### src/rtl/gpmc_fifo_bridge.sv
// GPMC register map plus pixel FIFO; data_in registered one cycle behind the address, px stream from registered pointers.
// Pushes to a full FIFO are dropped and flagged as overflow; define GPMC_FIFO_IRQ_EN for the FIFO level threshold interrupt.
module gpmc_fifo_bridge #(
  parameter int ADDR_WIDTH = 16,
  parameter int DATA_WIDTH = 16,
  parameter int FIFO_DEPTH_LOG2 = 6,
  parameter logic [DATA_WIDTH-1:0] ID_VALUE = 16'hCC01
) (
  input  logic                  gpmc_clk,
  input  logic                  rst,
  input  logic                  rd_en,
  input  logic                  wr_en,
  input  logic                  address_valid,
  input  logic [ADDR_WIDTH-1:0] address,
  input  logic [DATA_WIDTH-1:0] data_out,
  output logic [DATA_WIDTH-1:0] data_in,
  output logic [DATA_WIDTH-1:0] px_data,
  output logic                  px_valid,
  input  logic                  px_ready,
  output logic                  irq
);

  localparam int PW    = FIFO_DEPTH_LOG2 + 1;
  localparam int DEPTH = 1 << FIFO_DEPTH_LOG2;
  localparam logic [PW-1:0] PTR_ONE = PW'(1);

  localparam logic [3:0] A_ID      = 4'h0;
  localparam logic [3:0] A_CTRL    = 4'h1;
  localparam logic [3:0] A_STATUS  = 4'h2;
  localparam logic [3:0] A_FIFO    = 4'h3;
  localparam logic [3:0] A_SCRATCH = 4'h4;
  localparam logic [3:0] A_THRESH  = 4'h5;

  logic [3:0]            reg_addr;
  logic [1:0]            ctrl;
  logic [DATA_WIDTH-1:0] scratch;
  logic [DATA_WIDTH-1:0] thresh;
  logic                  overflow;
  logic [PW-1:0]         wr_ptr;
  logic [PW-1:0]         rd_ptr;
  logic [PW-1:0]         level;
  logic                  empty;
  logic                  full;
  logic                  push_req;
  logic                  push;
  logic                  pop;
  logic                  flush;
  logic                  irq_bit;
  logic [DATA_WIDTH-1:0] status;
  logic [DATA_WIDTH-1:0] rd_data;
  logic [DATA_WIDTH-1:0] mem [DEPTH];
  logic                  unused_addr;

  assign unused_addr = ^address[ADDR_WIDTH-1:4];
  assign reg_addr    = address[3:0];

  assign flush = ctrl[1];
  assign level = wr_ptr - rd_ptr;
  assign empty = (wr_ptr == rd_ptr);
  assign full  = (wr_ptr[PW-1] != rd_ptr[PW-1]) &&
                 (wr_ptr[PW-2:0] == rd_ptr[PW-2:0]);

  assign px_valid = !empty;
  assign px_data  = mem[rd_ptr[PW-2:0]];
  assign pop      = px_valid && px_ready;

  // A pop in the same cycle frees the head slot, so a full FIFO still accepts the push.
  assign push_req = wr_en && (reg_addr == A_FIFO) && ctrl[0] && !flush;
  assign push     = push_req && (!full || pop);

`ifdef GPMC_FIFO_IRQ_EN
  assign irq_bit = irq;
`else
  assign irq_bit = 1'b0;
  assign irq     = 1'b0;
`endif

  always_comb begin
    status            = '0;
    status[PW-1:0]    = level;
    status[13]        = irq_bit;
    status[14]        = empty;
    status[15]        = overflow;
  end

  always_comb begin
    rd_data = '0;
    case (reg_addr)
      A_ID:      rd_data = ID_VALUE;
      A_CTRL:    rd_data[1:0] = ctrl;
      A_STATUS:  rd_data = status;
      A_SCRATCH: rd_data = scratch;
      A_THRESH:  rd_data = thresh;
      default:   rd_data = '0;
    endcase
  end

  always_ff @(posedge gpmc_clk) begin
    if (push) mem[wr_ptr[PW-2:0]] <= data_out;
  end

  always_ff @(posedge gpmc_clk or posedge rst) begin
    if (rst) begin
      ctrl     <= '0;
      scratch  <= '0;
      thresh   <= '0;
      overflow <= 1'b0;
      wr_ptr   <= '0;
      rd_ptr   <= '0;
      data_in  <= '0;
    end else begin
      if (wr_en && reg_addr == A_CTRL) ctrl <= data_out[1:0];
      else                             ctrl[1] <= 1'b0;
      if (wr_en && reg_addr == A_SCRATCH) scratch <= data_out;
      if (wr_en && reg_addr == A_THRESH)  thresh  <= data_out;

      // A fresh overflow wins over a STATUS read in the same cycle.
      if (push_req && full && !pop)
        overflow <= 1'b1;
      else if (rd_en && address_valid && reg_addr == A_STATUS)
        overflow <= 1'b0;

      if (flush) begin
        rd_ptr <= wr_ptr;
      end else begin
        if (push) wr_ptr <= wr_ptr + PTR_ONE;
        if (pop)  rd_ptr <= rd_ptr + PTR_ONE;
      end

      if (address_valid) data_in <= rd_data;
    end
  end

`ifdef GPMC_FIFO_IRQ_EN
  always_ff @(posedge gpmc_clk or posedge rst) begin
    if (rst) irq <= 1'b0;
    else     irq <= ctrl[0] && (level <= thresh[PW-1:0]);
  end
`endif

endmodule

### config.mk
export PLATFORM = sky130hd
export DESIGN_NAME = gpmc_fifo_bridge
export DESIGN_NICKNAME = d
export VERILOG_FILES = /design/src/rtl/gpmc_fifo_bridge.sv
export SDC_FILE = /design/constraint.sdc
export NUM_CORES = 1
export LEC_CHECK = 0
export CAP_MARGIN = 20
export CORE_MARGIN = 8
export CORE_UTILIZATION = 44
export DETAILED_ROUTE_END_ITERATION = 16
export GPL_TIMING_DRIVEN = 1
export PLACE_DENSITY_LB_ADDON = 0.2
export SYNTH_ARGS = -nofsm -noshare
export SYNTH_HDL_FRONTEND = slang
export SYNTH_SLANG_ARGS = --single-unit
export TNS_END_PERCENT = 1
### constraint.sdc
create_clock -name gpmc_clk -period 4.8 [get_ports gpmc_clk]
set_input_delay 0.96 -clock gpmc_clk [delete_from_list [all_inputs] [get_ports gpmc_clk]]
set_output_delay 0.96 -clock gpmc_clk [all_outputs]
set_load 0.01 [all_outputs]
# Word-level counts from Yosys, hierarchy flattened
# Memory sizes are Yosys's and may differ from the RTL's.
# Index checks and enable logic that the tools add are counted.
# totals
latchBits	0
reg_bits	65
mem_count	1
mem_bits_rw	1024
out_inout_bits	34
rom_bits	0
# classes
n_div	0
reduce_logical	22
n_lt_le_gt_ge	0
muxes	9
shifts	0
eq_ne	8
n_bitwise	1
add_sub_neg	3
mul	0
# memory_table
memory	depth	word_bits	read_ports	rd_ports_with_merged_regs	wr	line_no	rtl
mem	64	16	1	0	1	51	logic [DATA_WIDTH-1:0] mem [DEPTH];
# op_table
op	n
$pmux 14 s4	1
$add 7x1->7 const B	2
$mux 7	2
$logic_and 1x1->1	13
$pmux 2 s5	1
$eq 4x2->1 const B	2
$eq 4x3->1 const B	2
$eq 7x7->1	1
$sub 7x7->7	1
$eq 6x6->1	1
$mux 1	5
$eq 4x1->1 const B	1
$logic_not 1->1	4
$logic_not 4->1	1
$reduce_bool 2->1	2
$reduce_and 2->1	1
$logic_or 1x1->1	1
$ne 1x1->1	1
$not 1->1	1

# Longest topological paths before layout
# Gate-level depths: netlist (run 1).
# depth
depth_word	7
depth_mapped	11
mapped_depth_nobuf	8

# Worst setup path after synthesis (run 1)
# No wires, ideal clock.
# synth_timing
path_type	flip-flop to flip-flop
from	register rd_ptr[3]
to	memory mem[63][0], enable pin
stages_incl_launch_ff	12
setup_ps	389
path_slack_ps	1286
period_less_slack_ps	3514
arrival_ps	3125
required_ps	4411
cell_sequence	dfrtp_1 -> buf_2 -> inv_1 -> buf_2 -> clkbuf_1 -> ha_1 -> and4_1 -> nor4b_1 -> nor3b_2 -> nand3_1 -> buf_2 -> nor2_1
# synth_between
elab_chain_len	7
elab_cells_between_ends	10
cone_classes	2 x eq/ne; 2 x mux; 6 x reduce/logical
# synth_lines
element	line_no	rtl
start, declared	40	logic [PW-1:0] rd_ptr;
start signal, assigned	124	rd_ptr <= wr_ptr;
start signal, assigned	127	if (pop) rd_ptr <= rd_ptr + PTR_ONE;
$eq 7x7->1 / $eq 6x6->1 (equally long branches)	59, 61	
$logic_not 1->1 / $logic_and 1x1->1 (equally long branches)	63, 60	
$logic_and 1x1->1 / $logic_not 1->1 (equally long branches)	65, 69	
$logic_or 1x1->1 *	69	assign push = push_req && (!full || pop);
$logic_and 1x1->1 *	69	
$mux 1 *	99	if (push) mem[wr_ptr[PW-2:0]] <= data_out;
$mux 1 (not written as such) *	99	
end, declared	51	
# Every way passes the cells marked *; elsewhere a longest branch is shown, timed or not.

# Worst setup path after layout (run 1)
# layout_timing
from	register rd_ptr[0]
to	output port px_data[10]
# layout_between
elab_chain_len	1
# layout_lines
element	line_no	rtl
$mem_v2 64x16	-	
end, declared	17	output logic [DATA_WIDTH-1:0] px_data,
# Every way passes these cells.

==> flow_summary.yaml, run 1 <==
status:
  status: "complete, no violations"
hold_path:
  hold_class: "flop to flop"
detailed_routing:
  wire_per_inst_um: 30.17
  num_vias: 21862
  ant_nets: 0
  wl_mm: 112.0
  drc_errors: 0
  drt_iter0_drc: 2248
  drt_pre_antenna_iters: 5
  vias_per_cell: 5.891
die:
  core_mm2: 0.09628
  num_rows: 114
  die_w_um: 326.9
  floorplan.initialDensity_pct: 44.18
  io_pins: 72
  die_h_um: 326.9
  die_area_mm2: 0.1069
logic_synthesis:
  synth_nets: 2125
  yosysSeqAreaShare_pct: 76.12
  synth_top_family_by_area: "multiplexers"
  yosys.area.top_type: "edfxtp_1"
  synthMuxAreaShare_pct: 14.60
  synth_seq_cells: 1089
  yosys_warnings: 0
  synth_edf_count: 1024
  synth.distinct_cells: 63
  synthXorXnorAreaFrac_pct: 0.3501
  avgSynthCellArea_um2: 20.47
  synth_fa_ha_area_share_pct: 0.2824
  syn_inst: 2078
  synth_area_mm2: 0.04253
  ys.flop_type: "edfxtp_1"
  synth_area_leaders: "edfxtp_1, mux4_2, dfrtp_1"
  ys_async_sr_fraction_pct: 5.969
  yosys.area_share.simple_pct: 3.033
  synth_compound_area_share_pct: 3.813
  synth_top_cell_area_share_pct: 72.30
global_route:
  grt_overflow: 0
  grt_max_degree: 67
  grt_pass1_vias: 22750
  antenna_found_initial: 7
  grt_first_pass_wirelength_mm: 161.5
  track_usage_pct: 20.67
power:
  vdd_drop_max_v: 0.0003264
  total_power_uw: 28570
  p_leak_uw: 0.01625
  p_per_area_mw_per_mm2: 573.5
timing:
  rsz0062_at_grt: "true"
  max_freq_mhz: 208.6
  drv_slew: 0
  worstMarginPinSlew_ns: 0.8830
  hold_viol: 0
  setup_viol: 0
  setup_slack_ns: 0.006940
  finClkSkew_ns: 0.03327
  fin_crit_sh_pct: 99.86
  worst_hold_slack_ns: 0.4887
  fin_crit_ns: 4.793
  max-slew-margin-rel_pct: 41.13
place:
  post-place-cells: 3486
  portBuffers: 58
  dp.final_hpwl_mm: 68.69
  gp_routability_congestion: 0.8184
  pre_cts_ws_ns: 0.2470
setup_path:
  end_kind: "primary output"
  cp.buffers_inverters: 4
  startpoint_type: "flop"
  cp_slowest_cell: "mux4_2"
  crit_type: "flop to primary output"
  arrival_ns: 3.83
  slowest_delay_ns: 0.54
  path_max_fanout: 24
  cp_data_required_time_ns: 3.84
  crit_family: "buffers and inverters"
  path_cells: "buf_16 -> bufbuf_16 -> mux4_2 -> o22ai_1 -> nor2_1 -> nor2_2 -> a311oi_1 -> buf_4 -> clkdlybuf4s50_1"
layout:
  diodes: 0
  fin_nets: 2389
  area_growth_syn_to_layout_pct: 17.12
  fin_util_pct: 51.74
  final_cells: 3711
  drive_gt1_share_pct: 29.24
clock_network:
  cts_buffers: 113
  cts_hold_buf: 0
  cts_tree: "yes"
  cts_sinks: 1089
  clockBufferDepth: 3
  htreeDepth: 3
  cts_root_buf: "clkbuf_16"
  clock_latency_ns: 0.69
  clk_pin_slew_worst_paths_ns: 0.06
flow_run:
  max_cap_viol_count: 0
-- placed cells by master, fill, tap and decap left out, types with 27 or more instances in the layout --
cell type and instances:
mux2i_1 32, o22ai_1 28, mux4_2 234, clkbuf_16 120
mux2_2 51, edfxtp_1 1024, clkbuf_1 27, buf_4 172
dfrtp_1 61, nand2_1 70, nor2_1 120, clkdlybuf4s50_1 36
a22oi_1 37
-- per-stage QoR --
stage / TNS, ns / area, µm²
global placement: 0 / 45510
detailed placement: 0 / 45510
global route: -0.1849 / 49810
finish: 0 / 49810
floorplan: 0 / 42530
CTS: -0.7891 / 49550
-- logic make-up (layout without fill, tap and decap cells) --
group           after synthesis  count (layout)
compound gates              225             225
other cells                   1               1
fa+ha+maj                     9               9
buf+inv                     129             486
simple gates                288             288
mux                         320             320
xor+xnor                     17              17
flops                      1089            1089
-- registers in the layout, indices dropped and copies added (netlist names) --
| signal | count |
|---|---|
| mem | 1024 |
| thresh | 16 |
| wr_ptr | 7 |
| scratch | 16 |
| rd_ptr | 7 |
| ctrl | 2 |
| data_in | 16 |
| overflow | 1 |
-- synthesized netlist by cell type (3+ instances only) --
| cell | instances |
|---|---|
| buf_2 | 26 |
| nor2b_1 | 11 |
| or2_2 | 4 |
| nand2_1 | 70 |
| edfxtp_1 | 1024 |
| clkbuf_1 | 40 |
| buf_6 | 21 |
| a222oi_1 | 4 |
| or4_1 | 4 |
| nor4_1 | 3 |
| ha_1 | 8 |
| mux2i_1 | 34 |
| nand3_1 | 27 |
| buf_4 | 14 |
| o22ai_1 | 28 |
| nand2b_1 | 4 |
| a211oi_1 | 12 |
| o21ai_1 | 6 |
| nor2_1 | 124 |
| o21ai_0 | 25 |
| buf_1 | 8 |
| inv_1 | 17 |
| nor3_1 | 14 |
| o221ai_1 | 4 |
| xnor2_1 | 13 |
| o32a_1 | 3 |
| a22oi_1 | 39 |
| a21oi_1 | 28 |
| mux2_2 | 51 |
| mux4_2 | 234 |
| dfrtp_1 | 65 |
| nand4_1 | 3 |
| xor2_1 | 4 |
| a22o_1 | 16 |
| nand3b_1 | 3 |
| a311oi_1 | 4 |
| a221oi_1 | 13 |
| o2bb2ai_1 | 13 |
| and2_1 | 7 |
| a2111oi_0 | 6 |
| a31oi_1 | 4 |
| or3_1 | 7 |
| o211ai_1 | 9 |
-- cell type report --
| cell class | count | area, µm² |
|---|---|---|
| Fill cell | 7633 | 46470 |
| Sequential cell | 1089 | 32390 |
| Multi-Input combinational cell | 860 | 9555 |
| Clock buffer | 145 | 3043 |
| Timing Repair Buffer | 261 | 2434 |
| Tap cell | 1276 | 1597 |
| Clock inverter | 63 | 732.0 |
| Inverter | 17 | 63.81 |
-- layer usage --
metal | part of all wire, % | GRT usage, % | up-vias
met5 | 0.012 | 0 | -
met4 | 2.3 | 5.365 | 2
met3 | 7.1 | 3.352 | 184
met2 | 49 | 33.88 | 798
met1 | 42 | 28.98 | 11721
li1 | - | - | 9157
-- repair_timing --
action,CTS,global route
setup endpoints to repair,16,10
pin swaps,2,3
gates cloned,2,3
gates resized for setup,43,22
buffers inserted,1,11
-- final timing paths --
path / slack, ns / startpoint / endpoint / depth (start not counted)
worst max register to register: 0.89 / rd_ptr[3] / mem[48][15] / 10
worst max-delay path: 0.007 / rd_ptr[0] / px_data[10] / 9
min in group asynchronous: 0.74 / rst / overflow / 2
worst min-delay path: 0.49 / data_in[1] / data_in[1] / 1
max in group asynchronous: 3.13 / rst / thresh[9] / 3
worst min register to register: 0.49 / data_in[1] / data_in[1] / 1
-- report_power, final --
group | internal, µW | total [µW] | switching [µW]
Combinational | 3980 | 8990 | 5000
Clock | 5320 | 8880 | 3560
Sequential | 10500 | 10700 | 189
Total | 19800 | 28600 | 8760
Power figures use the tool's default switching activity.
==> run 2, diff against run 1 <==
Settings changed: SETUP_SLACK_MARGIN from default to 0.1, SKIP_CTS_REPAIR_TIMING from default to 1.
==> flow_summary.yaml, run 2 (same netlist as run 1, synthesis figures left out) <==
global_route:
  grt_max_degree: 67
  antenna_found_initial: 6
  grt_first_pass_wirelength_mm: 160.7
  grt_overflow: 0
  track_usage_pct: 20.53
  grt_pass1_vias: 22694
die:
  die_area_mm2: 0.1069
  num_rows: 114
  die_h_um: 326.9
  core_mm2: 0.09628
  floorplan.initialDensity_pct: 44.18
  io_pins: 72
  die_w_um: 326.9
timing:
  drv_slew: 0
  max_freq_mhz: 204.0
  rsz0062_at_grt: "true"
  max-slew-margin-rel_pct: 39.69
  fin_crit_ns: 4.902
  finClkSkew_ns: 0.03169
  setup_viol: 5
  hold_viol: 0
  worstMarginPinSlew_ns: 0.9046
  fin_crit_sh_pct: 102.1
  worst_hold_slack_ns: 0.4887
  setup_slack_ns: -0.1023
setup_path:
  r2r_end: "mem[48][15]"
  path_max_fanout: 14
  critPathCapture: "px_data[0]"
  crit_family: "buffers and inverters"
  cp.buffers_inverters: 5
  slowest_delay_ns: 0.58
  reg2regPathDepth: 10
  cp_common_cell: "clkbuf_16"
  crit_cells: 9
  r2r_slack_ns: 0.80
  cp_data_required_time_ns: 3.84
  cp_slowest_cell: "clkdlybuf4s50_1"
  crit_start: "rd_ptr[0]"
  path_cells: "buf_4 -> clkbuf_16 -> clkbuf_16 -> clkbuf_16 -> mux4_2 -> o22ai_1 -> o32a_1 -> nand3_1 -> clkdlybuf4s50_1"
  arrival_ns: 3.94
  end_kind: "primary output"
  startpoint_type: "flop"
  r2r_start: "rd_ptr[3]"
  crit_type: "flop to primary output"
place:
  portBuffers: 58
  post-place-cells: 3486
  place_area_mm2: 0.04551
  gp_routability_congestion: 0.8184
  dp.final_hpwl_mm: 68.69
power:
  total_power_uw: 28440
  sequentialPowerShare_pct: 37.8
  power.switching_uw: 8734
  p_sw_share_pct: 30.71
  clkPwrFrac_pct: 31.2
  p_comb_share_pct: 31.0
  p_leak_uw: 0.01621
  p_per_area_mw_per_mm2: 572.5
  vdd_drop_max_v: 0.0003244
  internal_power_uw: 19710
detailed_routing:
  num_vias: 21957
  drt_iter0_drc: 2401
  drt_pre_antenna_iters: 6
  wl_mm: 111.7
  wire_per_inst_um: 30.18
  ant_nets: 0
  vias_per_cell: 5.931
  drc_errors: 0
status:
  status: "complete, but fails checks"
  violations: "negative setup slack"
clock_network:
  cts_sinks: 1089
  clock_latency_ns: 0.69
  cts_buffers: 113
  clockBufferDepth: 3
  cts_tree: "yes"
  htreeDepth: 3
  cts_root_buf: "clkbuf_16"
  clk_pin_slew_worst_paths_ns: 0.06
layout:
  final_common_cell: "edfxtp_1"
  final_cell_mix: "edfxtp_1, mux4_2, buf_4, clkbuf_16, nor2_1"
  drive_gt1_share_pct: 28.73
  largest_reg_flops: 1024
  final_cells: 3702
  final_area_mm2: 0.04968
  area_growth_syn_to_layout_pct: 16.82
  fin_nets: 2380
  diodes: 0
hold_path:
  worstHoldStart: "data_in[1]"
  min_delay_path_depth: 1
  hold_class: "flop to flop"
flow_run:
  max_cap_viol_count: 0
-- run 2: power groups by stage --
| stage | Sequential, µW | Clock [µW] | Combinational (µW) |
|---|---|---|---|
| 2_1_floorplan | 10800 | 0 | 5030 |
| 3_3_place_gp | 10900 | 0 | 8380 |
| 3_5_place_dp | 11000 | 0 | 8420 |
| 4_1_cts | 10800 | 9030 | 8450 |
| 5_1_grt | 10800 | 9390 | 9270 |
| 6_report | 10800 | 8880 | 8810 |
-- run 2: area by class of cell --
cell class	instances	area [µm²]
Timing Repair Buffer	252	2322
Clock buffer	145	3043
Fill cell	7643	46600
Multi-Input combinational cell	860	9538
Clock inverter	63	732.0
Tap cell	1276	1597
Sequential cell	1089	32390
Inverter	17	63.81
-- run 2: worst min-delay path by stage --
stage,endpoint,slack (ns)
final,data_in[1],0.49
after global routing,scratch[5],0.52
after CTS,data_in[15],0.50
after detailed placement,data_in[1],0.48
after global placement,data_in[1],0.48
after floorplan,overflow,0.47
-- run 2: layer usage --
metal  track usage [%]  routed length [µm]  vias up
met3             3.388                7652      176
met1             28.69               46990    11828
li1                  -                   -     9141
met4             5.279                2630        2
met2             33.74               54440      810
met5                 0                  13        -
-- run 2: per-stage QoR --
step	setup TNS (ns)	worst slack [ns]	utilization (%)
2_1_floorplan	0	1.286	-
3_3_place_gp	0	0.2882	47.27
3_5_place_dp	0	0.2470	47.27
4_1_cts	-5.122	-0.5094	51.19
5_1_grt	-1.059	-0.1355	51.60
6_report	-0.2631	-0.1023	51.60
-- run 2: worst register-to-register path, cell delays in order, from the launching register on --
cell	delay (ns)
dfrtp_2	0.57
inv_1	0.17
buf_4	0.41
ha_1	0.38
and4_1	0.23
nor4b_1	0.14
buf_4	0.17
nor3_1	0.43
nand2_1	0.50
nor2_1	0.47
buf_12	0.22
